## src/rtl/coeff_sequencer_if.sv

```systemverilog
// coeff_sequencer_if
//   Bundles the symbol-input and coefficient-output handshakes of the
//   coefficient sequencer.
//   Symbol side  : sym_valid/sym_ready, sym_rs (run/size), sym_bits (VLI bits),
//                  comp_id (DC predictor select).
//   Coeff side   : coef_valid/coef_ready, coef_data (signed 12-bit),
//                  coef_idx (zigzag 0..63), coef_last (idx 63 present).
//   master : the environment (symbol producer / coefficient consumer).
//   slave  : the sequencer itself.
interface coeff_sequencer_if;
  logic        sym_valid;
  logic        sym_ready;
  logic [7:0]  sym_rs;
  logic [10:0] sym_bits;
  logic [1:0]  comp_id;
  logic        coef_valid;
  logic        coef_ready;
  logic [11:0] coef_data;
  logic [5:0]  coef_idx;
  logic        coef_last;

  modport master (
    output sym_valid, sym_rs, sym_bits, comp_id, coef_ready,
    input  sym_ready, coef_valid, coef_data, coef_idx, coef_last
  );

  modport slave (
    input  sym_valid, sym_rs, sym_bits, comp_id, coef_ready,
    output sym_ready, coef_valid, coef_data, coef_idx, coef_last
  );
endinterface

```

## src/rtl/coeff_sequencer.sv

```systemverilog
// vli_decoder
//   Turns a JPEG VLI (size, right-aligned magnitude bits) into a signed
//   12-bit value. A leading 1 means a positive value equal to the bits; a
//   leading 0 means a negative value equal to bits - (2^size - 1).
//   size : 0..11 (size 0 decodes to 0)
//   bits : magnitude bits, only the low 'size' bits are used
//   value: signed 12-bit result
module vli_decoder (
  input  logic [3:0]  size,
  input  logic [10:0] bits,
  output logic [11:0] value
);
  logic [11:0] mask;
  logic [11:0] mag;
  logic        top;

  always_comb begin
    mask = (12'd1 << size) - 12'd1;
    mag  = {1'b0, bits} & mask;
    // Isolates bit size-1; with size 0 both mask and mag are 0, so value is 0.
    top   = |(mag & ~(mask >> 1));
    value = top ? mag : (mag - mask);
  end
endmodule

// coeff_sequencer
//   Expands decoded Huffman symbols of one 8x8 block into 64 zigzag-ordered
//   coefficients: DC prediction per component, AC run/size expansion, ZRL,
//   EOB zero tail, and overflow/format-error handling.
//   clk      : rising-edge clock
//   reset    : asynchronous, active-low
//   pred_clr : synchronous restart, zeroes all DC predictors
//   err      : sticky format error, cleared only by reset
//   bus      : symbol input / coefficient output handshakes (slave side)
module coeff_sequencer (
  input  logic             clk,
  input  logic             reset,
  input  logic             pred_clr,
  output logic             err,
  coeff_sequencer_if.slave bus
);

  typedef enum logic [2:0] {S_DC, S_AC, S_ZERO, S_OUT, S_TAIL} state_e;

  state_e      state_q, state_d;
  // Zeros still to emit after the one currently on the output.
  logic [3:0]  run_q, run_d;
  logic        has_pend_q, has_pend_d;
  logic [11:0] pend_q, pend_d;
  logic [11:0] pred_q [3];
  logic [11:0] pred_d [3];
  logic        err_q, err_d;
  logic        coef_valid_q, coef_valid_d;
  logic [11:0] coef_data_q, coef_data_d;
  logic [5:0]  coef_idx_q, coef_idx_d;

  logic        sym_ready;
  logic        sym_acc;
  logic        coef_hs;
  logic [3:0]  sym_size;
  logic [3:0]  run_len;
  logic        is_eob;
  logic        is_zrl;
  logic        size_bad;
  logic        comp_bad;
  logic [1:0]  comp_eff;
  logic [3:0]  vli_size;
  logic [11:0] vli_val;
  logic [11:0] dc_base;
  logic [11:0] dc_val;

  vli_decoder u_vli (
    .size  (vli_size),
    .bits  (bus.sym_bits),
    .value (vli_val)
  );

  // Symbol decode shared by the DC and AC paths; illegal size or component
  // is forced to 0 so the block still completes with 64 coefficients.
  always_comb begin
    sym_size = bus.sym_rs[3:0];
    run_len  = bus.sym_rs[7:4];
    is_eob   = (bus.sym_rs == 8'h00);
    is_zrl   = (bus.sym_rs == 8'hF0);
    size_bad = (state_q == S_DC) ? (sym_size > 4'd11) : (sym_size > 4'd10);
    comp_bad = (bus.comp_id == 2'd3);
    comp_eff = comp_bad ? 2'd0 : bus.comp_id;
    vli_size = size_bad ? 4'd0 : sym_size;
    sym_acc  = bus.sym_valid & sym_ready;
    coef_hs  = coef_valid_q & bus.coef_ready;
    case (comp_eff)
      2'd1:    dc_base = pred_q[1];
      2'd2:    dc_base = pred_q[2];
      default: dc_base = pred_q[0];
    endcase
    // A coincident restart makes this DC predict from zero.
    if (pred_clr) dc_base = 12'd0;
    dc_val = dc_base + vli_val;
  end

  // State register.
  always_ff @(posedge clk or negedge reset) begin
    if (!reset) begin
      state_q      <= S_DC;
      run_q        <= '0;
      has_pend_q   <= 1'b0;
      pend_q       <= '0;
      for (int k = 0; k < 3; k++) pred_q[k] <= '0;
      err_q        <= 1'b0;
      coef_valid_q <= 1'b0;
      coef_data_q  <= '0;
      coef_idx_q   <= '0;
    end else begin
      state_q      <= state_d;
      run_q        <= run_d;
      has_pend_q   <= has_pend_d;
      pend_q       <= pend_d;
      for (int k = 0; k < 3; k++) pred_q[k] <= pred_d[k];
      err_q        <= err_d;
      coef_valid_q <= coef_valid_d;
      coef_data_q  <= coef_data_d;
      coef_idx_q   <= coef_idx_d;
    end
  end

  // Next-state logic. The output register always holds the coefficient
  // being presented; on a handshake the following one is loaded in the same
  // cycle so runs stream without bubbles. In S_AC, coef_idx_q still holds
  // the last emitted position, so the next position is coef_idx_q + 1.
  always_comb begin
    state_d      = state_q;
    run_d        = run_q;
    has_pend_d   = has_pend_q;
    pend_d       = pend_q;
    err_d        = err_q;
    coef_valid_d = coef_valid_q;
    coef_data_d  = coef_data_q;
    coef_idx_d   = coef_idx_q;
    for (int k = 0; k < 3; k++) begin
      pred_d[k] = pred_clr ? 12'd0 : pred_q[k];
      if (state_q == S_DC && sym_acc && comp_eff == 2'(k)) pred_d[k] = dc_val;
    end

    unique case (state_q)
      S_DC: begin
        if (sym_acc) begin
          if (size_bad || comp_bad) err_d = 1'b1;
          coef_valid_d = 1'b1;
          coef_data_d  = dc_val;
          coef_idx_d   = 6'd0;
          state_d      = S_OUT;
        end
      end
      S_AC: begin
        if (sym_acc) begin
          coef_valid_d = 1'b1;
          coef_idx_d   = coef_idx_q + 6'd1;
          coef_data_d  = 12'd0;
          if (is_eob) begin
            state_d = S_TAIL;
          end else if (is_zrl) begin
            run_d      = 4'd15;
            has_pend_d = 1'b0;
            state_d    = S_ZERO;
          end else begin
            if (size_bad) err_d = 1'b1;
            if (run_len != 4'd0) begin
              run_d      = run_len - 4'd1;
              has_pend_d = 1'b1;
              pend_d     = vli_val;
              state_d    = S_ZERO;
            end else begin
              coef_data_d = vli_val;
              state_d     = S_OUT;
            end
          end
        end
      end
      S_ZERO: begin
        if (coef_hs) begin
          if (coef_idx_q == 6'd63) begin
            // Block is full; anything still owed overflows and is dropped.
            if (run_q != 4'd0 || has_pend_q) err_d = 1'b1;
            has_pend_d   = 1'b0;
            run_d        = 4'd0;
            coef_valid_d = 1'b0;
            state_d      = S_DC;
          end else if (run_q != 4'd0) begin
            coef_idx_d  = coef_idx_q + 6'd1;
            coef_data_d = 12'd0;
            run_d       = run_q - 4'd1;
          end else if (has_pend_q) begin
            coef_idx_d  = coef_idx_q + 6'd1;
            coef_data_d = pend_q;
            has_pend_d  = 1'b0;
            state_d     = S_OUT;
          end else begin
            coef_valid_d = 1'b0;
            state_d      = S_AC;
          end
        end
      end
      S_OUT: begin
        if (coef_hs) begin
          coef_valid_d = 1'b0;
          state_d      = (coef_idx_q == 6'd63) ? S_DC : S_AC;
        end
      end
      S_TAIL: begin
        if (coef_hs) begin
          if (coef_idx_q == 6'd63) begin
            coef_valid_d = 1'b0;
            state_d      = S_DC;
          end else begin
            coef_idx_d  = coef_idx_q + 6'd1;
            coef_data_d = 12'd0;
          end
        end
      end
      default: state_d = S_DC;
    endcase
  end

  // Outputs. sym_ready is held low while reset is asserted so nothing is
  // accepted before release.
  always_comb begin
    sym_ready      = reset && (state_q == S_DC || state_q == S_AC);
    bus.sym_ready  = sym_ready;
    bus.coef_valid = coef_valid_q;
    bus.coef_data  = coef_data_q;
    bus.coef_idx   = coef_idx_q;
    bus.coef_last  = coef_valid_q && (coef_idx_q == 6'd63);
    err            = err_q;
  end

endmodule

```

## src/flat_wrapper.sv

```systemverilog
// flat-port wrapper written by rule: the top's interface ports become plain ports
module coeff_sequencer_flat 
  (clk, reset, pred_clr, err, bus_sym_valid, bus_sym_rs, bus_sym_bits, bus_comp_id, bus_coef_ready, bus_sym_ready, bus_coef_valid, bus_coef_data, bus_coef_idx, bus_coef_last);
  coeff_sequencer_if bus_i ();
  input  logic clk;
  input  logic reset;
  input  logic pred_clr;
  output logic err;
  input wire logic [$bits(bus_i.sym_valid)-1:0] bus_sym_valid;
  input wire logic [$bits(bus_i.sym_rs)-1:0] bus_sym_rs;
  input wire logic [$bits(bus_i.sym_bits)-1:0] bus_sym_bits;
  input wire logic [$bits(bus_i.comp_id)-1:0] bus_comp_id;
  input wire logic [$bits(bus_i.coef_ready)-1:0] bus_coef_ready;
  output wire logic [$bits(bus_i.sym_ready)-1:0] bus_sym_ready;
  output wire logic [$bits(bus_i.coef_valid)-1:0] bus_coef_valid;
  output wire logic [$bits(bus_i.coef_data)-1:0] bus_coef_data;
  output wire logic [$bits(bus_i.coef_idx)-1:0] bus_coef_idx;
  output wire logic [$bits(bus_i.coef_last)-1:0] bus_coef_last;
  assign bus_i.sym_valid = bus_sym_valid;
  assign bus_i.sym_rs = bus_sym_rs;
  assign bus_i.sym_bits = bus_sym_bits;
  assign bus_i.comp_id = bus_comp_id;
  assign bus_i.coef_ready = bus_coef_ready;
  assign bus_sym_ready = bus_i.sym_ready;
  assign bus_coef_valid = bus_i.coef_valid;
  assign bus_coef_data = bus_i.coef_data;
  assign bus_coef_idx = bus_i.coef_idx;
  assign bus_coef_last = bus_i.coef_last;
  coeff_sequencer u_core (.clk(clk), .reset(reset), .pred_clr(pred_clr), .err(err), .bus(bus_i));
endmodule
```

## config.mk

```make
export PLATFORM = sky130hd
export DESIGN_NAME = coeff_sequencer_flat
export DESIGN_NICKNAME = d
export VERILOG_FILES = /design/src/rtl/coeff_sequencer_if.sv /design/src/rtl/coeff_sequencer.sv /design/src/flat_wrapper.sv
export SDC_FILE = /design/constraint.sdc
export NUM_CORES = 1
export LEC_CHECK = 0
export BUFFER_PORTS_ARGS = -buffer_cell sky130_fd_sc_hd__buf_2
export CAP_MARGIN = 0
export CORE_UTILIZATION = 40
export CTS_CLUSTER_SIZE = 8
export DETAILED_ROUTE_END_ITERATION = 7
export GPL_ROUTABILITY_DRIVEN = 0
export GPL_TIMING_DRIVEN = 0
export PLACE_DENSITY = 0.55
export RECOVER_POWER = 25
export SLEW_MARGIN = 20
export SYNTH_ARGS = -nofsm -noshare
export SYNTH_HDL_FRONTEND = slang
export SYNTH_SLANG_ARGS = --single-unit
```

## constraint.sdc

```tcl
create_clock -name clk -period 6.13 [get_ports clk]
set_input_delay 1.5325 -clock clk [delete_from_list [all_inputs] [get_ports clk]]
set_output_delay 1.5325 -clock clk [all_outputs]
set_load 0.005 [all_outputs]
```

Word level (Yosys, flattened, before mapping)
Cells that the tools add are included.
{"block": "totals", "register_bits": 76, "input_bits": 26, "out_inout_bits": 22, "word_cells": 166}
{"block": "classes", "add_sub_neg": 6, "magnitude_cmp": 2, "n_eq_ne": 29, "shifts": 1, "mux": 80, "bitwise_logic": 7, "n_reduce_logical": 30}
{"cell": "2-to-1 mux 12 bit", "n": 17}
{"cell": "2-to-1 mux 6 bit", "n": 8}
{"cell": "case mux 12 bit (4 select lines)", "n": 1}
{"cell": "2-to-1 mux 4 bit", "n": 8}
{"cell": "2-to-1 mux 3 bit", "n": 10}
{"cell": "2-to-1 mux 1 bit", "n": 27}
{"cell": "case mux 12 bit (2 select lines)", "n": 1}
{"cell": "case mux 6 bit (4 select lines)", "n": 1}
{"cell": "!= test 2 x 1 -> 1 bit (second input constant)", "n": 11}
{"cell": "AND reduction 8 bit", "n": 2}
{"cell": "nonzero test 4 bit", "n": 4}
{"cell": "case mux 3 bit (5 select lines)", "n": 1}
{"cell": "adder 12 bit", "n": 1}
{"cell": "bitwise AND 11 x 12 -> 12 bit", "n": 1}
{"cell": "bitwise AND 12 bit", "n": 1}
{"cell": "NOT 11 -> 12 bit", "n": 1}
{"cell": "AND reduction 6 bit", "n": 2}
{"cell": "OR reduction 12 bit", "n": 1}
{"cell": "left shift 1 x 4 -> 12 bit (first input constant)", "n": 1}
{"cell": "subtractor 12 x 1 -> 12 bit (second input constant)", "n": 1}
{"cell": "subtractor 12 bit", "n": 1}
{"cell": "AND reduction 10 bit", "n": 1}
{"cell": "!= test 3 x 1 -> 1 bit (second input constant)", "n": 3}
{"cell": "== test 8 bit (second input constant)", "n": 1}
{"cell": "other kinds (28)", "n": 49}

Depth between registers and ports, before layout
{"block": "depth", "depth_word": 14, "mapped_depth": 26, "depth_no_buf": 23}

Hierarchy
Synthesis repeated with hierarchy kept, for this count alone.
{"block": "hier_totals", "hier_cells": 667, "hier_area_um2": 5659.2}
{"module": "coeff_sequencer", "n_inst": 1, "cells_per_inst": 512, "area_each_um2": 4633.2, "seq_area_each_um2": 1901.8}
{"module": "vli_decoder", "n_inst": 1, "cells_per_inst": 155, "area_each_um2": 1026.0, "seq_area_each_um2": 0.0}

Least setup slack after synthesis
Ideal clock, no wire load.
{"block": "synth_path", "path_type": "in2reg", "start": "in bus_sym_rs[1]", "end": "reg u_core.pred_q[23] (netlist name)", "setup_ns": 0.133, "arrival_time_ns": 6.461, "required_time_ns": 5.997, "path_slack_ns": -0.464, "cell_stages": 25, "n_path_buf": 3, "cell_sequence": "buf_6 or4_4 o211ai_2 inv_2 ha_1 buf_6 or4b_1 o22ai_2 o22ai_1 a211oi_2 and4_1 clkbuf_2 nand2_1 xor2_1 o21ai_0 ha_1 nand3_1 o211ai_1 o41ai_1 o2111ai_1 a21oi_1 mux2i_1 o211ai_1 xnor2_1 o21ai_0"}
{"block": "synth_via", "elab_chain_cells": 11, "elab_cells_between_ends": 14, "cone_classes": "3 x add/sub; 2 x order compare; 1 x shift; 4 x mux; 3 x bitwise; 1 x reduce/logical"}
{"element": "start, declared", "line_no": "flat_wrapper.sv:10", "source": "input wire logic [$bits(bus_i.sym_rs)-1:0] bus_sym_rs;"}
{"element": "> comparator 4 bit", "line_no": "coeff_sequencer.sv:85", "source": "size_bad = (state_q == S_DC) ? (sym_size > 4'd11) : (sym_size > 4'd10);"}
{"element": "2-to-1 mux 1 bit", "line_no": "coeff_sequencer.sv:85"}
{"element": "2-to-1 mux 4 bit *", "line_no": "coeff_sequencer.sv:88", "source": "vli_size = size_bad ? 4'd0 : sym_size;"}
{"element": "left shift 1 x 4 -> 12 bit *", "line_no": "coeff_sequencer.sv:18", "source": "mask = (12'd1 << size) - 12'd1;"}
{"element": "subtractor 12 x 1 -> 12 bit *", "line_no": "coeff_sequencer.sv:18"}
{"element": "parallel branches: the longest is 3 deep, another holds subtractor 12 bit"}
{"element": "2-to-1 mux 12 bit *", "line_no": "coeff_sequencer.sv:22", "source": "value = top ? mag : (mag - mask);"}
{"element": "via u_core.u_vli.value[3]", "line_no": "coeff_sequencer.sv:11", "source": "output logic [11:0] value"}
{"element": "adder 12 bit *", "line_no": "coeff_sequencer.sv:98", "source": "dc_val = dc_base + vli_val;"}
{"element": "2-to-1 mux 12 bit *", "line_no": "coeff_sequencer.sv:141", "source": "if (state_q == S_DC && sym_acc && comp_eff == 2'(k)) pred_d[k] = dc_val;"}
{"element": "end, declared", "line_no": "coeff_sequencer.sv:50", "source": "logic [11:0] pred_q [3];"}
Mark *: on every way through the listed nets, which the timed path passes.
A chain may end at the register's enable or synchronous reset.

Worst setup path after layout
{"block": "layout_path", "start": "in bus_sym_rs[2]", "end": "reg u_core.pred_q[23] (netlist name)"}
The elaborated chain is that of the path after synthesis.

==> flow_metrics.py <==
metrics = {
    "floorplanning": {
        "row_count": 41,
        "die_y_um": 116,
        "ios": 48,
        "fp.dieW_um": 116,
        "start_util_pct": 41.3,
        "die_area_mm2": 0.0135,
        "core_area_mm2": 0.0127,
    },
    "sta": {
        "fin_setup_tns_ps": -755,
        "clock.fmax_mhz": 159,
        "fin_skew_ps": 8.82,
        "hold_viol_final": 0,
        "rsz0062_at_grt": "yes",
        "period_share_pct": 102,
        "slew_violations": 81,
        "tightest_slew_ps": 2240,
        "finalCriticalPeriod_ps": 6270,
        "setup_violations": 8,
        "layout_setup_ws_ps": -142,
        "max_slew_margin_pct": -49.6,
    },
    "critical_path": {
        "rr_worst_depth": 26,
        "timing.rr.start": "u_core.state_q[2]",
        "regToRegSetupSlack_ps": 800,
        "critPathLaunchType": "input port",
        "timing.rr.end": "u_core.pred_q[23]",
        "crit_fanout": 6,
        "required_ps": 6330,
        "worst_setup_path_end_kind": "register",
        "crit_type": "in -> reg",
        "crit_arrival_ps": 6480,
    },
    "outcome": {
        "outcome": "complete, but fails checks",
        "failed_checks": "capacitance limit, slew limit, setup timing",
    },
    "global_route": {
        "grt_pass1_vias": 4908,
        "grt_overflow": 0,
        "grt_max_degree": 42,
        "antenna_found_initial": 0,
        "grt_pass1_wl_um": 25300,
        "grt.total_usage_pct": 24.5,
    },
    "placement": {
        "postPlaceCellArea_mm2": 0.00573,
        "port_buffers": 46,
        "dp_hpwl_um": 11400,
        "place_ws_ps": -1580,
        "post-place-cells": 834,
    },
    "route": {
        "first_iter_violations": 325,
        "first_pass_iters": 4,
        "num_vias": 5005,
        "drtAntennaViolNets": 0,
        "drc": 0,
        "vias_per_cell": 5.68,
        "drt_wl_total_um": 15500,
        "wl_per_cell_um": 17.6,
    },
    "power": {
        "p_total_uw": 1380,
        "power.density_mw_per_mm2": 206,
        "peakVddDrop_uv": 169,
        "p_leak_uw": 0.00288,
    },
    "logic_synthesis": {
        "yosysWarnings": 0,
        "netlist_instances": 615,
        "synth.avg_cell_area_um2": 8.50,
        "syn_area_mm2": 0.00523,
        "yosysUniqueCellTypes": 73,
        "synth_edf_count": 0,
        "synth_ff_type": "dfrtp_1",
        "async_flop_share_pct": 100,
        "ys_ff_latch": 76,
        "synth.yosys.seq_area_share_pct": 36.4,
        "synth_nets": 663,
    },
    "final_layout": {
        "layoutNonFillerInstCount": 881,
        "diodes": 0,
        "drive_above_1_share_pct": 26.0,
        "num-nets-final": 752,
        "layout.cell_area.non_filler_mm2": 0.00672,
        "area_growth_syn_to_layout_pct": 28.5,
    },
    "min_path": {
        "min_to": "u_core.err",
        "hp-start": "u_core.err",
        "whs_path_depth": 1,
        "hold_path_class": "reg -> reg",
    },
    "clock_tree": {
        "htreeDepth": 3,
        "cts_root_buf": "clkbuf_16",
        "tritoncts": "done",
        "clock-sinks": 76,
        "cts_buffers": 9,
        "hold_buffers": 0,
        "insertion_delay_ps": 330,
        "cts_buffer_depth": 2,
        "path_clk_slew_ps": 60,
    },
    "run": {
        "cap_violations": 2,
    },
}
[stage by stage]
step	hold slack [ps]	utilization [%]
final	468	53.0
after global placement	450	45.1
after CTS	474	51.0
after floorplan	459	-
after global routing	500	53.0
after detailed placement	457	45.3
[final cells by class]
type / count / area [um^2]
buffer: 35 / 178
fill: 1241 / 5950
timing repair buffer: 79 / 508
inverter: 20 / 75.1
sequential: 76 / 1900
clock inverter: 6 / 63.8
multi-input combinational: 483 / 3540
tap: 172 / 215
clock buffer: 10 / 239
[cells in the final DEF, fill, tap and decap left out, types with 3 or more instances in the layout]
master,instances
a21oi_1,30
a21oi_2,8
a221oi_1,5
a22oi_1,14
and2_1,4
and3_1,7
buf_2,44
buf_4,28
buf_6,6
buf_8,3
clkbuf_1,28
clkbuf_16,9
dfrtp_1,76
ha_1,14
ha_4,6
inv_1,19
mux2_2,11
mux2i_1,3
nand2_1,43
nand2_2,3
nand2b_1,10
nand3_1,15
nand3_2,4
nand3b_1,39
nor2_1,65
nor2b_1,10
nor3_1,9
o211ai_1,8
o21ai_0,60
o21ai_1,7
o21ai_2,8
o21bai_1,5
o31ai_1,5
or2_2,4
xnor2_1,9
xnor2_2,5
xor2_1,3
[registers in the layout, summed over array words and instances, names as in the netlist]
signal                 count
u_core.pred_q             36
u_core.bus.coef_data      12
u_core.pend_q             12
u_core.bus.coef_idx        6
u_core.run_q               4
u_core.state_q             3
u_core.bus.coef_valid      1
u_core.err                 1
u_core.has_pend_q          1
[cells in the mapped netlist (3+ instances only)]
| library cell | number | area share, % |
|---|---|---|
| clkbuf_1 | 28 | 2.0 |
| o31ai_1 | 5 | 0.72 |
| buf_2 | 3 | 0.29 |
| o21ai_0 | 76 | 7.3 |
| nor3_1 | 10 | 0.96 |
| o22ai_1 | 3 | 0.36 |
| xor2_1 | 5 | 0.84 |
| nand3b_1 | 39 | 5.6 |
| nand2_1 | 47 | 3.4 |
| mux2_2 | 11 | 2.4 |
| inv_1 | 19 | 1.4 |
| nand2b_1 | 10 | 1.2 |
| a21o_1 | 3 | 0.43 |
| and3_1 | 7 | 0.84 |
| or2_2 | 4 | 0.48 |
| xnor2_1 | 16 | 2.7 |
| nand3_1 | 19 | 1.8 |
| mux2i_1 | 3 | 0.57 |
| nor2_1 | 67 | 4.8 |
| dfrtp_1 | 76 | 36 |
| and2_1 | 4 | 0.48 |
| a21oi_1 | 38 | 3.6 |
| o21bai_1 | 6 | 0.86 |
| nor2b_1 | 10 | 1.2 |
| o211ai_1 | 8 | 1.1 |
| a22oi_1 | 14 | 2.0 |
| ha_1 | 21 | 5.0 |
| o41ai_1 | 3 | 0.50 |
| a221oi_1 | 6 | 1.0 |
[routing by layer]
| layer | vias up | track usage, % | wire [um] |
|---|---|---|---|
| met1 | 2448 | 32.2 | 7200 |
| met4 | 0 | 5.04 | 182 |
| met5 | - | 0 | 0 |
| li1 | 2424 | - | - |
| met3 | 18 | 4.77 | 519 |
| met2 | 115 | 41.8 | 7560 |
[cells by family after synthesis]
family | after synthesis | share of synthesized area [%]
adders and majority gates | 22 | 5.41
xor gates and xnor gates | 21 | 3.52
buffers and inverters | 56 | 4.40
AOI/OAI and AO/OA | 197 | 24.6
and+or+nand+nor | 229 | 22.8
muxes | 14 | 2.94
DFF | 76 | 36.4
[what timing repair did]
action | in CTS | in global routing
resized for setup | 55 | 42
endpoints found under the setup margin | 26 | 25
gates cloned | 0 | 0
pin swaps | 40 | 30
setup buffers | 23 | 9
[critical path, stage by stage]
cell and delay [ps]:
buf_8 100, or4_4 550, o211ai_4 100, inv_2 80, ha_4 160, or4b_4 490
o22ai_4 210, o22ai_2 110, a211oi_4 310, and4_1 260, buf_8 140, nand2_4 60
xor2_4 150, o21ai_4 230, ha_4 250, nand3_2 60, o211ai_1 110, o41ai_2 300
buf_4 190, o2111ai_4 130, a21oi_2 150, mux2i_1 190, o211ai_1 170, xnor2_2 200
buf_6 150, o21ai_1 60
[worst max path at each step]
stage,from,endpoint,slack [ps],cells past startpoint
after floorplan,bus_sym_rs[1],u_core.bus.coef_data[11],-120,25
after CTS,bus_sym_rs[1],u_core.pred_q[23],-150,26
final,bus_sym_rs[2],u_core.pred_q[23],-140,26
after global placement,bus_sym_rs[3],u_core.bus.coef_data[11],-1470,25
after detailed placement,bus_sym_rs[3],u_core.bus.coef_data[11],-1580,25
after global routing,bus_sym_rs[2],u_core.bus.coef_data[11],-350,26
[where the power goes]
group / leakage [uW] / total, uW / switching [uW] / internal (uW)
logic: 0.00169 / 342 / 199 / 143
clock network: 0.000144 / 541 / 215 / 326
registers: 0.00105 / 502 / 0 / 502
total: 0.00288 / 1380 / 414 / 970
Power figures use the tool's default switching activity.
